`src/rtl/clkdiv_pkg.sv`:
```
// rtl/clkdiv_pkg.sv - shared state type, constants and ratio clamp for clock_divider_prog
package clkdiv_pkg;

  typedef enum logic [1:0] {
    IDLE     = 2'd0,
    RUN      = 2'd1,
    STOPPING = 2'd2
  } state_e;

  localparam int unsigned MIN_RATIO = 2;

  function automatic logic [31:0] clamp_ratio(input logic [31:0] ratio);
    return (ratio < MIN_RATIO) ? MIN_RATIO : ratio;
  endfunction

endpackage

```
`src/rtl/clkdiv_halfcycle.sv`:
```
// rtl/clkdiv_halfcycle.sv - negedge duty-correction stage giving 50% duty for odd ratios
// Used only when CLKDIV_ODD_DUTY50_EN is defined.
module clkdiv_halfcycle (
  input  logic clk_i,
  input  logic rst_ni,
  input  logic odd_i,
  input  logic clk_pos_i,
  output logic clk_o
);

  logic neg_q;

  always_ff @(negedge clk_i or negedge rst_ni) begin
    if (!rst_ni) begin
      neg_q <= 1'b0;
    end else begin
      neg_q <= clk_pos_i;
    end
  end

  // Delaying the rising edge by half a clk trims the odd-N high time to N/2.
  assign clk_o = odd_i ? (clk_pos_i & neg_q) : clk_pos_i;

endmodule

```
`src/rtl/clock_divider_prog.sv`:
```
// rtl/clock_divider_prog.sv - runtime-programmable integer clock divider with glitch-free ratio changes
// Optional CLKDIV_ODD_DUTY50_EN adds a negedge stage for 50% duty at odd ratios.
module clock_divider_prog
  import clkdiv_pkg::*;
#(
  parameter int CNT_W     = 8,
  parameter int RST_RATIO = 2
) (
  input  logic             clk,
  input  logic             rst,
  input  logic             en,
  input  logic             cfg_valid,
  output logic             cfg_ready,
  input  logic [CNT_W-1:0] div_ratio,
  output logic             clk_out,
  output logic             tick,
  output logic [CNT_W-1:0] cur_ratio,
  output logic             busy
);

  localparam logic [CNT_W-1:0] ONE = CNT_W'(1);

  state_e           state_q, state_d;
  logic [CNT_W-1:0] cnt_q, cnt_d;
  logic [CNT_W-1:0] ratio_q, ratio_d;
  logic [CNT_W-1:0] shadow_q, shadow_d;
  logic             shadow_full_q, shadow_full_d;
  logic             clk_pos_q, clk_pos_d;
  logic             tick_q, tick_d;

  logic             wrap;
  logic             load;
  logic [CNT_W-1:0] clamped;
  logic [CNT_W:0]   half_d;

  assign wrap    = (cnt_q == ratio_q - ONE);
  assign clamped = CNT_W'(clamp_ratio(32'(div_ratio)));

  always_comb begin
    state_d       = state_q;
    cnt_d         = cnt_q;
    ratio_d       = ratio_q;
    shadow_d      = shadow_q;
    shadow_full_d = shadow_full_q;
    load          = 1'b0;

    case (state_q)
      IDLE: begin
        cnt_d = '0;
        load  = shadow_full_q;
        if (en) state_d = RUN;
      end
      RUN: begin
        cnt_d = wrap ? '0 : cnt_q + ONE;
        load  = wrap && shadow_full_q;
        if (!en) state_d = STOPPING;
      end
      STOPPING: begin
        cnt_d = wrap ? '0 : cnt_q + ONE;
        load  = wrap && shadow_full_q;
        if (en)        state_d = RUN;
        else if (wrap) state_d = IDLE;
      end
      default: begin
        state_d = IDLE;
        cnt_d   = '0;
      end
    endcase

    // Shadow only ever moves into the active ratio where cnt restarts at 0.
    if (load) begin
      ratio_d       = shadow_q;
      shadow_full_d = 1'b0;
    end

    if (cfg_valid && !shadow_full_q) begin
      shadow_d      = clamped;
      shadow_full_d = 1'b1;
    end
  end

  // Outputs are decoded from next-state values so they register in step with cnt.
  assign half_d    = ({1'b0, ratio_d} + {{CNT_W{1'b0}}, 1'b1}) >> 1;
  assign clk_pos_d = (state_d != IDLE) && ({1'b0, cnt_d} < half_d);
  assign tick_d    = (state_d != IDLE) && (cnt_d == ratio_d - ONE);

  always_ff @(posedge clk or negedge rst) begin
    if (!rst) begin
      state_q       <= IDLE;
      cnt_q         <= '0;
      ratio_q       <= CNT_W'(RST_RATIO);
      shadow_q      <= '0;
      shadow_full_q <= 1'b0;
      clk_pos_q     <= 1'b0;
      tick_q        <= 1'b0;
    end else begin
      state_q       <= state_d;
      cnt_q         <= cnt_d;
      ratio_q       <= ratio_d;
      shadow_q      <= shadow_d;
      shadow_full_q <= shadow_full_d;
      clk_pos_q     <= clk_pos_d;
      tick_q        <= tick_d;
    end
  end

  assign cfg_ready = !shadow_full_q;
  assign tick      = tick_q;
  assign cur_ratio = ratio_q;
  assign busy      = (state_q != IDLE);

`ifdef CLKDIV_ODD_DUTY50_EN
  clkdiv_halfcycle u_halfcycle (
    .clk_i     (clk),
    .rst_ni    (rst),
    .odd_i     (ratio_q[0]),
    .clk_pos_i (clk_pos_q),
    .clk_o     (clk_out)
  );
`else
  assign clk_out = clk_pos_q;
`endif

endmodule

```
`config.mk`:
```
export PLATFORM = sky130hd
export DESIGN_NAME = clock_divider_prog
export DESIGN_NICKNAME = d
export VERILOG_FILES = /design/src/rtl/clkdiv_pkg.sv /design/src/rtl/clkdiv_halfcycle.sv /design/src/rtl/clock_divider_prog.sv
export SDC_FILE = /design/constraint.sdc
export NUM_CORES = 1
export LEC_CHECK = 0
export BUFFER_PORTS_ARGS = -buffer_cell sky130_fd_sc_hd__buf_2
export CORE_MARGIN = 10
export CORE_UTILIZATION = 40
export DETAILED_ROUTE_END_ITERATION = 7
export MAX_ROUTING_LAYER = met4
export SLEW_MARGIN = 20
export SYNTH_ARGS = -nofsm -noshare
export SYNTH_HDL_FRONTEND = slang
export SYNTH_SLANG_ARGS = --single-unit
export TNS_END_PERCENT = 5
```
`constraint.sdc`:
```
create_clock -name clk -period 4.55 [get_ports clk]
set_input_delay 0 -clock clk [delete_from_list [all_inputs] [get_ports clk]]
set_output_delay 0 -clock clk [all_outputs]
set_load 0.05 [all_outputs]
```
==> results.toml <==
[sta]
period_needed_ps = 4290
min_period_over_period_pct = 94.30
fin_skew_ps = 3.615
finalHoldViolCount = 0
max_slew.worst_pin.slew_ps = 710.2
rsz0062_at_grt = "false"
slew_violations = 0
finalSetupTns_ps = 0
max-slew-margin-rel_pct = 52.56
setup_viol = 0
fmax_mhz = 233.1

[synth]
synth-async-reset-ratio_pct = 100.0
synth_ff_type = "dfrtp_1"
synth_edf_count = 0
synth_cell_types = 61
ys.warnings.count = 0
syn_avg_cell_area_um2 = 9.086
synth_cells = 252
syn_area_mm2 = 0.002290
yosysSeqAreaShare_pct = 31.75
syn-num-nets = 278
ys_ff_latch = 29

[clocking]
insertion_delay_ps = 280
clockRootBuffer = "clkbuf_8"
htreeDepth = 2
cts_resized = 0
cts_sinks = 29
postCtsHoldBufs = 10
cts_tree = "built"
clockBufferDepth = 2
cts_setup_buffers = 0
clk_pin_slew_ps = 70
cts_buffers = 5

[drt]
routed_wirelength_um = 6257
viasPerCell = 5.793
drtAntennaViolNets = 0
wl_per_cell_um = 17.28
vias = 2097
drtIter0Drc = 165
drcViolationCount = 0
drt_pass1_iterations = 4

[critical_path]
cp_cell_sequence = "or4_4 > or2_4 > or4_4 > a211oi_2 > nor2_2 > nor4_1 > a31oi_1 > or3_1 > xor2_1 > ha_1 > and4_1 > a21oi_1 > o211ai_1 > a31oi_1"
cpLargestDelayFamily = "simple AND/OR/NAND/NOR gates"
crit_slowest_cell = "or4_4"
end_kind = "flip-flop"
critPathRequiredTime_ps = 4750
slowest_delay_ps = 540
rrSetupSlack_ps = 260
start_kind = "flip-flop"
arrival_ps = 4490
crit_fanout = 12
worstReg2RegEnd = "clk_out$_DFF_PN0_"
reg2reg_depth = 14
crit_type = "flip-flop to flip-flop"
path_buf_inv = 0
reg2reg_from = "cur_ratio[2]$_DFF_PN0_"

[cells_and_area]
post-route-util_pct = 48.51
drive_gt1_share_pct = 19.31
layout.cells.non_filler = 362
antenna_cells = 0
synthToLayoutAreaGrowth_pct = 17.38
layout_common_cells = "dfrtp_1 (28), buf_2 (23), inv_1 (17), nor2_1 (17)"
fin_nets = 315
final_common_cell = "dfrtp_1"

[die]
ios = 24
die_y_um = 95.66
fp.dieArea_mm2 = 0.009151
start_util_pct = 41.33
core_area_mm2 = 0.005540
rows = 27
die_w_um = 95.66

[hold_path]
hold_start = "en"
hold_end = "state_q[1]$_DFF_PN0_"
whs_path_depth = 3
hp-class = "input port to flip-flop"

[power_and_ir_drop]
p_leak_uw = 0.001225
ir_drop_uv = 358.0
power_density_mw_per_mm2 = 788.3

[place]
place.gp.congestion = 0.9540
dp.cells = 344
dp_hpwl_um = 4955
port_buffers = 23

[grt]
track_usage_pct = 14.79
antenna_found_initial = 0
grt_overflow = 0
grt_pass1_vias = 2061
grt_pass1_wl_um = 10280
grt_max_degree = 30

[flow_run]
drv_cap = 0

[run_status]
status = "completed"
-- kinds of logic after synthesis --
logic type | synth area share, %
simple gates | 23.06
compound gates | 20.77
flops | 31.75
xor+xnor | 9.563
buf+inv | 4.316
fa+ha+maj | 7.650
mux | 2.896
-- registers in the layout, summed over array words and instances (netlist names) --
name	flops
shadow_full_q	1
tick	1
clk_out	1
cnt_q	8
shadow_q	8
cur_ratio	8
state_q	2
-- layout make-up --
class	count	area (um2)
Sequential cell	29	726.9
Timing Repair Buffer	36	237.7
Clock inverter	1	5.005
Fill cell	539	2853
Tap cell	72	90.09
Clock buffer	7	96.34
Multi-Input combinational cell	199	1464
Inverter	18	67.56
-- per-layer routing --
metal	GRT usage (%)	vias to the layer above	part of all wire [%]
met5	-	-	0
met4	4.791	0	2.1
met3	2.985	11	5.1
met2	22.52	58	46
met1	19.16	1010	47
li1	-	1018	-
-- cells in the mapped netlist, drive strengths merged (7+ instances only) --
cell,instances,share of area (%)
o21ai,15,3.3
ha,14,7.7
and3,7,1.9
nand3,12,2.6
dfrtp,28,31
xnor2,11,4.2
inv,18,3.0
nand2,11,1.8
nor2,18,3.1
xor2,14,5.4
a21oi,11,2.4
-- worst max path at each step --
stage                                      start  slack [ps]                end  cells after the start
after global routing      cur_ratio[2]$_DFF_PN0_          40  clk_out$_DFF_PN0_                     15
final                     cur_ratio[2]$_DFF_PN0_         260  clk_out$_DFF_PN0_                     14
after global placement    cur_ratio[2]$_DFF_PN0_         400  clk_out$_DFF_PN0_                     14
after CTS                 cur_ratio[2]$_DFF_PN0_         250  clk_out$_DFF_PN0_                     13
after detailed placement  cur_ratio[2]$_DFF_PN0_         290  clk_out$_DFF_PN0_                     13
after floorplan           cur_ratio[0]$_DFF_PN0_         210  clk_out$_DFF_PN0_                     16
-- through the flow --
stage          hold WS, ps  instance area, um2  setup slack (ps)  power, uW
2_1_floorplan       -295.6                2290             213.2       1530
5_1_grt              132.0                2688             36.24       2296
4_1_cts              115.4                2688             252.5       2125
3_5_place_dp         77.46                2486             292.2       1875
6_report             108.4                2688             259.6       2119
3_3_place_gp         81.08                2486             402.3       1868
-- tightest hold or removal path, delay by kind of cell --
family	cells	cell delay, ps
compound gates	1	100
buf+inv	1	100
simple gates	1	130
-- where the power goes --
group / switching [uW] / total, uW / internal (uW)
clock: 99.5 / 236 / 137
combinational: 856 / 1390 / 537
sequential: 129 / 490 / 361
total: 1080 / 2120 / 1030
No activity file was read; power rests on OpenSTA's default activity.
